$ cat src/rtl/ram_port_arbiter.sv
`default_nettype none
// ============================================================================
// ram_port_arbiter : two-requester round-robin arbiter driving one RAM port
// Rev 1.0
// ============================================================================
module ram_port_arbiter #(
  parameter int AddrWidth   = 30,
  parameter int DataWidth   = 32,
  parameter int ReadLatency = 1
) (
  input  logic                   clk,
  input  logic                   rst,
  input  logic                   m0_req_i,
  input  logic                   m0_wr_i,
  input  logic [AddrWidth-1:0]   m0_addr_i,
  input  logic [DataWidth-1:0]   m0_wdata_i,
  input  logic [DataWidth/8-1:0] m0_be_i,
  output logic                   m0_gnt_o,
  output logic                   m0_rvalid_o,
  output logic [DataWidth-1:0]   m0_rdata_o,
  input  logic                   m1_req_i,
  input  logic                   m1_wr_i,
  input  logic [AddrWidth-1:0]   m1_addr_i,
  input  logic [DataWidth-1:0]   m1_wdata_i,
  input  logic [DataWidth/8-1:0] m1_be_i,
  output logic                   m1_gnt_o,
  output logic                   m1_rvalid_o,
  output logic [DataWidth-1:0]   m1_rdata_o,
  output logic [AddrWidth-1:0]   ram_addr_o,
  output logic [DataWidth-1:0]   ram_wdata_o,
  output logic [DataWidth/8-1:0] ram_be_o,
  output logic                   ram_wren_o,
  input  logic [DataWidth-1:0]   ram_rdata_i
);

  localparam int         BE_WIDTH  = DataWidth / 8;
  localparam logic [2:0] LAT_COUNT = 3'(ReadLatency);

  typedef enum logic [0:0] {
    ST_IDLE = 1'b0,
    ST_WAIT = 1'b1
  } state_e;

  state_e                 state_q;
  logic [2:0]             cnt_q;
  logic                   last_q;   // 1: m1 was granted most recently
  logic                   owner_q;  // 1: outstanding read belongs to m1
  logic [AddrWidth-1:0]   addr_q;

  logic                   any_req;
  logic                   sel;
  logic                   grant;
  logic                   rd_fire;
  logic                   win_wr;
  logic [AddrWidth-1:0]   win_addr;
  logic [DataWidth-1:0]   win_wdata;
  logic [BE_WIDTH-1:0]    win_be;

  always_comb begin
    any_req = m0_req_i | m1_req_i;
    // On a tie the requester not granted last wins; otherwise the lone requester.
    if (m0_req_i && m1_req_i) begin
      sel = ~last_q;
    end else begin
      sel = m1_req_i;
    end
    grant     = !rst && (state_q == ST_IDLE) && any_req;
    rd_fire   = !rst && (state_q == ST_WAIT) && (cnt_q == 3'd1);
    win_wr    = sel ? m1_wr_i    : m0_wr_i;
    win_addr  = sel ? m1_addr_i  : m0_addr_i;
    win_wdata = sel ? m1_wdata_i : m0_wdata_i;
    win_be    = sel ? m1_be_i    : m0_be_i;
  end

  always_comb begin
    ram_addr_o  = '0;
    ram_wdata_o = '0;
    ram_be_o    = '0;
    ram_wren_o  = 1'b0;
    if (grant) begin
      ram_addr_o  = win_addr;
      ram_wdata_o = win_wdata;
      ram_be_o    = win_be;
      ram_wren_o  = win_wr;
    end else if (!rst && (state_q == ST_WAIT)) begin
      ram_addr_o  = addr_q;
    end
  end

  assign m0_gnt_o    = grant & ~sel;
  assign m1_gnt_o    = grant & sel;
  assign m0_rvalid_o = rd_fire & ~owner_q;
  assign m1_rvalid_o = rd_fire & owner_q;
  assign m0_rdata_o  = m0_rvalid_o ? ram_rdata_i : '0;
  assign m1_rdata_o  = m1_rvalid_o ? ram_rdata_i : '0;

  always_ff @(posedge clk or posedge rst) begin
    if (rst) begin
      state_q <= ST_IDLE;
      cnt_q   <= '0;
      last_q  <= 1'b1;
      owner_q <= 1'b0;
      addr_q  <= '0;
    end else begin
      case (state_q)
        ST_IDLE: begin
          if (grant) begin
            last_q <= sel;
            // Writes finish in the grant cycle; only reads occupy the port.
            if (!win_wr) begin
              owner_q <= sel;
              addr_q  <= win_addr;
              cnt_q   <= LAT_COUNT;
              state_q <= ST_WAIT;
            end
          end
        end
        ST_WAIT: begin
          cnt_q <= cnt_q - 3'd1;
          if (cnt_q == 3'd1) begin
            state_q <= ST_IDLE;
          end
        end
        default: begin
          state_q <= ST_IDLE;
        end
      endcase
    end
  end

endmodule
`default_nettype wire

$ cat config.mk
export PLATFORM = sky130hd
export DESIGN_NAME = ram_port_arbiter
export DESIGN_NICKNAME = d
export VERILOG_FILES = /design/src/rtl/ram_port_arbiter.sv
export SDC_FILE = /design/constraint.sdc
export NUM_CORES = 1
export LEC_CHECK = 0
export BUFFER_PORTS_ARGS = -buffer_cell sky130_fd_sc_hd__buf_2
export CORE_AREA = 4 4 116 118
export DETAILED_ROUTE_END_ITERATION = 8
export DIE_AREA = 0 0 120 122
export GPL_TIMING_DRIVEN = 0
export PLACE_DENSITY_LB_ADDON = 0.1
export SLEW_MARGIN = 5
export SYNTH_ARGS = -nofsm -noshare
export SYNTH_HDL_FRONTEND = slang
export SYNTH_SLANG_ARGS = --single-unit
export TNS_END_PERCENT = 20
$ cat constraint.sdc
create_clock -name clk -period 2.55 [get_ports clk]
set_clock_uncertainty 0.2 [all_clocks]
set_input_delay 0.765 -clock clk [delete_from_list [all_inputs] [get_ports clk]]
set_output_delay 0.765 -clock clk [all_outputs]
set_load 0.05 [all_outputs]
[After elaboration in Yosys (flattened, before gate mapping)]
Index checks and enable logic that the tools add are counted.
Operators by class
  muxes and demuxes: 19
  multiply operators: 0
  equal/unequal tests: 3
  reductions and logical operators: 9
  $lt $le $gt $ge: 0
  div/mod/pow operators: 0
  shift-type cells: 0
  add/sub/neg operators: 1
  bitwise gates (word level): 10
Operator list (count)
  32-bit two-way mux: 4
  30-bit two-way mux: 3
  4-bit two-way mux: 2
  1-bit two-way mux: 6
  3-bit two-way mux: 2
  3-bit case mux with 2 select lines: 1
  1-bit logical AND: 5
  1-bit inverter: 5
  1-bit AND: 4
  2-bit inequality test, second input constant: 2
  2-bit AND reduction: 2
  3-bit by 1-bit equality test with 1-bit output, second input constant: 1
  3-bit AND reduction: 1
  3-bit by 1-bit subtractor with 3-bit output, second input constant: 1
  1-bit case mux with 2 select lines: 1
  1-bit zero test: 1
  1-bit bitwise OR: 1
Word-level totals
  bits in writable memories: 0
  logic and storage cells: 47
  bits of input ports: 170
  register bits after elaboration: 36
  latch bits: 0
  ROM bits: 0
  memories: 0
  output and inout port bits: 135

[Longest topological paths before layout]
  word-level depth: 6
  mapped depth: 6
  gate-level depth less buffers: 5

[Worst setup path before layout]
No wires, ideal clock.
  path type: input -> output
  start point: input port m1_req_i
  end point: output port ram_addr_o[27]
  buffers on the path: 2
  stages: 5
  setup slack: -965 ps
  arrival time: 2550 ps
  data required time: 1585 ps
  cell sequence: a21boi_2 -> buf_2 -> buf_2 -> mux2i_1 -> o21ai_0
On the way
  cells in the longest elaborated chain, start to end: 4
  elaborated cells on any way between the ends: 6
  classes of those cells: mux (3); bitwise (1); reduce/logical (2)
RTL lines
  from (decl): line 21  | input logic m1_req_i,
  1-bit logical AND: line 62  | if (m0_req_i && m1_req_i) begin
  1-bit two-way mux: line 62
  30-bit two-way mux: line 70  | win_addr = sel ? m1_addr_i : m0_addr_i;
  30-bit two-way mux (*): line 80  | if (grant) begin
  to (decl): line 29  | output logic [AddrWidth-1:0] ram_addr_o,
Every way passes the cells marked *; elsewhere a longest branch is shown, timed or not.

[Worst setup path in the final report]
  start point: input port rst
  end point: output port m1_rdata_o[2]
On the way
  cells in the longest elaborated chain, start to end: 5
RTL lines
  from (decl): line 12  | input logic rst,
  1-bit zero test (no line)
  1-bit logical AND (2 in series): line 68  | rd_fire = !rst && (state_q == ST_WAIT) && (cnt_q == 3'd1);
  1-bit AND: line 93  | assign m1_rvalid_o = rd_fire & owner_q;
  32-bit two-way mux: line 95  | assign m1_rdata_o = m1_rvalid_o ? ram_rdata_i : '0;
  to (decl): line 28  | output logic [DataWidth-1:0] m1_rdata_o,
Every way passes these cells.

==> impl_metrics.json <==
{
  "status": "finished, violations left",
  "violations": "setup timing",
  "grt_pass1_vias": 4990,
  "p_leak_nw": 3.56,
  "synthesis.area_sq_mm": 0.00354,
  "synth_top_area_share_pct": 24.7,
  "grt_max_degree": 37,
  "routed_via_density": 4.96,
  "root_buffer": "clkbuf_16",
  "setup_violations": 135,
  "post-synth-top-count-cell": "nand2_1",
  "synthFlopType": "dfrtp_1",
  "seqPwrFrac_pct": 17.4,
  "synth.area.top_cells": "dfrtp_1 (25%), a2bb2oi_2 (11%), nand2_1 (11%)",
  "antenna_found_initial": 2,
  "clock_sinks": 36,
  "clk_pin_slew_worst_paths_ns": 0.06,
  "max_freq_mhz": 338,
  "regToRegStartpoint": "last_q",
  "cp-end-kind": "output port",
  "hold_class": "reg -> reg",
  "synth_edf_count": 0,
  "hold_start": "addr_q[13]",
  "drt_iter0_drc": 206,
  "fin_crit_sh_pct": 116,
  "fp.dieW_microns": 120,
  "gp_congestion": 0.816,
  "min_period_ns": 2.96,
  "insertion_delay_ns": 0.28,
  "stdcell_area_sq_mm": 0.00816,
  "critical_path_class": "in -> out",
  "area_growth_syn_to_layout_pct": 130,
  "yosysUniqueCellTypes": 32,
  "first_pass_iters": 4,
  "tritoncts": "done",
  "grt_setup_unrepaired": "yes",
  "rr_worst_depth": 5,
  "dpl_cell_area_sq_mm": 0.00634,
  "cp_slowest_stage_delay_ns": 0.37,
  "syn_nets": 640,
  "ios": 305,
  "yosysWarnings": 0,
  "row_count": 41,
  "grt_overflow": 0,
  "timing.rr.end": "addr_q[7]",
  "synth-seq-cells": 36,
  "grt_use_total_pct": 23.4,
  "start_util_pct": 28.4,
  "via_count": 4827,
  "fin_setup_tns_ns": -44.46,
  "drv_slew": 0,
  "numCtsBuffers": 5,
  "worst_slew_pin_slew_ns": 0.775,
  "timing.hold.ws_ns": 0.323,
  "critical_path_required_ns": 1.59,
  "r2r_slack_ns": 0.46,
  "grt_pass1_wl_microns": 27500,
  "yosys.area.top_type": "dfrtp_1",
  "pre_cts_slack_ns": -0.771,
  "swShare_pct": 49.4,
  "p_comb_share_pct": 72.8,
  "maxCapViolations": 0,
  "setup_slack_ns": -0.411,
  "ys_top_cells_by_count": "nand2_1 (108), and2_1 (64), o21ai_0 (62)",
  "layout-drive-gt1-share_pct": 71.4,
  "ant_nets": 0,
  "p_switching_mw": 3.00,
  "synthCells": 468,
  "fin_nets": 971,
  "total_power_mw": 6.08,
  "core_area_sq_mm": 0.0125,
  "die_h_microns": 122,
  "cp-start-kind": "input port",
  "drt-total-wl_microns": 18500,
  "max-slew-margin-rel_pct": 48.3,
  "synth.avg_cell_area_sq_um": 7.57,
  "holdBufCountCts": 0,
  "drc_errors": 0,
  "ys_seq_area_share_pct": 25.5,
  "whs_endpoint": "addr_q[13]",
  "hold_viol": 0,
  "ir_drop_mv": 0.548,
  "cp.arrival_ns": 2.00,
  "p_int_mw": 3.08,
  "slowest_stage": "and4b_2",
  "clockBufferDepth": 2,
  "p_per_area_mw_per_mm2": 745,
  "critPathMaxFanout": 10,
  "crit_top_cell": "buf_8",
  "dp_hpwl_microns": 12900,
  "path_cells": "buf_8 -> and2b_2 -> and4b_2 -> clkbuf_8 -> and2_4 -> buf_8",
  "wl_per_cell_microns": 19.0,
  "cts_max_level": 2,
  "whs_path_depth": 1,
  "async_reset_ff_share_pct": 100,
  "clkPwrFrac_pct": 9.8,
  "port_buffers": 304,
  "dieArea_sq_mm": 0.0146
}
==> sequential cells by signal (all words and copies together), names as in the netlist <==
register  cells
addr_q       30
cnt_q         3
last_q        1
owner_q       1
state_q       1
==> worst max-delay path, delay by kind of cell <==
| family | cells | cell delay [ns] |
|---|---|---|
| buffers and inverters | 3 | 0.46 |
| AND/OR/NAND/NOR | 3 | 0.76 |
==> cell usage in the layout, fill, tap and decap left out, drive strengths merged, types with 2 or more instances in the layout <==
cell type,instances
a2bb2oi,30
o21ai,63
dfrtp,35
nand2,108
buf,342
nor2,4
or3,30
inv,3
mux2i,30
a21oi,38
a21o,2
clkbuf,32
ha,2
nand2b,3
and2,64
==> worst max-delay path by stage <==
| stage | from | end | slack [ns] | cells after the start |
|---|---|---|---|---|
| after floorplan | rst | m0_rdata_o[22] | -0.16 | 4 |
| after global placement | m0_req_i | ram_wdata_o[5] | -0.73 | 7 |
| after detailed placement | rst | m1_rdata_o[15] | -0.77 | 6 |
| after CTS | m1_req_i | ram_addr_o[10] | -0.42 | 8 |
| after global routing | m1_req_i | ram_wdata_o[10] | -0.43 | 7 |
| final | rst | m1_rdata_o[2] | -0.41 | 6 |
==> power by group through the flow <==
| stage | Sequential [mW] | Clock (mW) | Combinational [mW] |
|---|---|---|---|
| finish | 1.06 | 0.597 | 4.43 |
| global route | 1.09 | 0.630 | 4.65 |
| CTS | 1.05 | 0.606 | 4.40 |
| detailed placement | 1.06 | 0 | 3.70 |
| global placement | 1.04 | 0 | 3.64 |
| floorplan | 1.01 | 0 | 2.97 |
==> cell families (layout without fill, tap and decap cells) <==
| group | Yosys count | after routing | share of synthesized area, % |
|---|---|---|---|
| multiplexers | 30 | 30 | 8.48 |
| flip-flops | 36 | 36 | 25.5 |
| XOR/XNOR | 1 | 1 | 0.247 |
| adder cells (fa/ha/maj) | 2 | 2 | 0.706 |
| buffers and inverters | 46 | 378 | 6.08 |
| AND/OR/NAND/NOR | 215 | 215 | 30.3 |
| other | 0 | 1 | 0 |
| AO/OA/AOI/OAI | 138 | 138 | 28.7 |
==> through the flow <==
step                util, %  std cells
floorplan                 -        468
global placement       50.9        944
detailed placement     50.9        944
CTS                    64.9        972
global route           65.5        973
finish                 65.5        973
==> cell type report <==
| cell class | count | area (sq um) |
|---|---|---|
| fillers | 970 | 4300 |
| multi-input cells | 386 | 3660 |
| repair buffers | 325 | 2790 |
| flip-flops and latches | 36 | 902 |
| plain buffers | 42 | 437 |
| well taps | 172 | 215 |
| clock buffers | 7 | 133 |
| inverters | 3 | 11.3 |
| clock inverters | 1 | 8.76 |
| diodes | 1 | 2.50 |
==> repair_timing <==
item,4_1_cts,5_1_grt
gates resized for setup,381,40
cloned,6,1
pin swaps,55,11
buffers inserted,14,2
setup endpoints to repair,135,135
hold endpoints to repair,0,0
==> routing by layer <==
metal,global-route usage (%),vias to the layer above,part of all wire (%)
met5,0,-,0.065
met4,6.08,2,2.0
met3,4.97,25,6.4
met2,44.3,177,54
met1,26.7,2346,38
li1,-,2277,-
(Power assumes the default switching activity.)
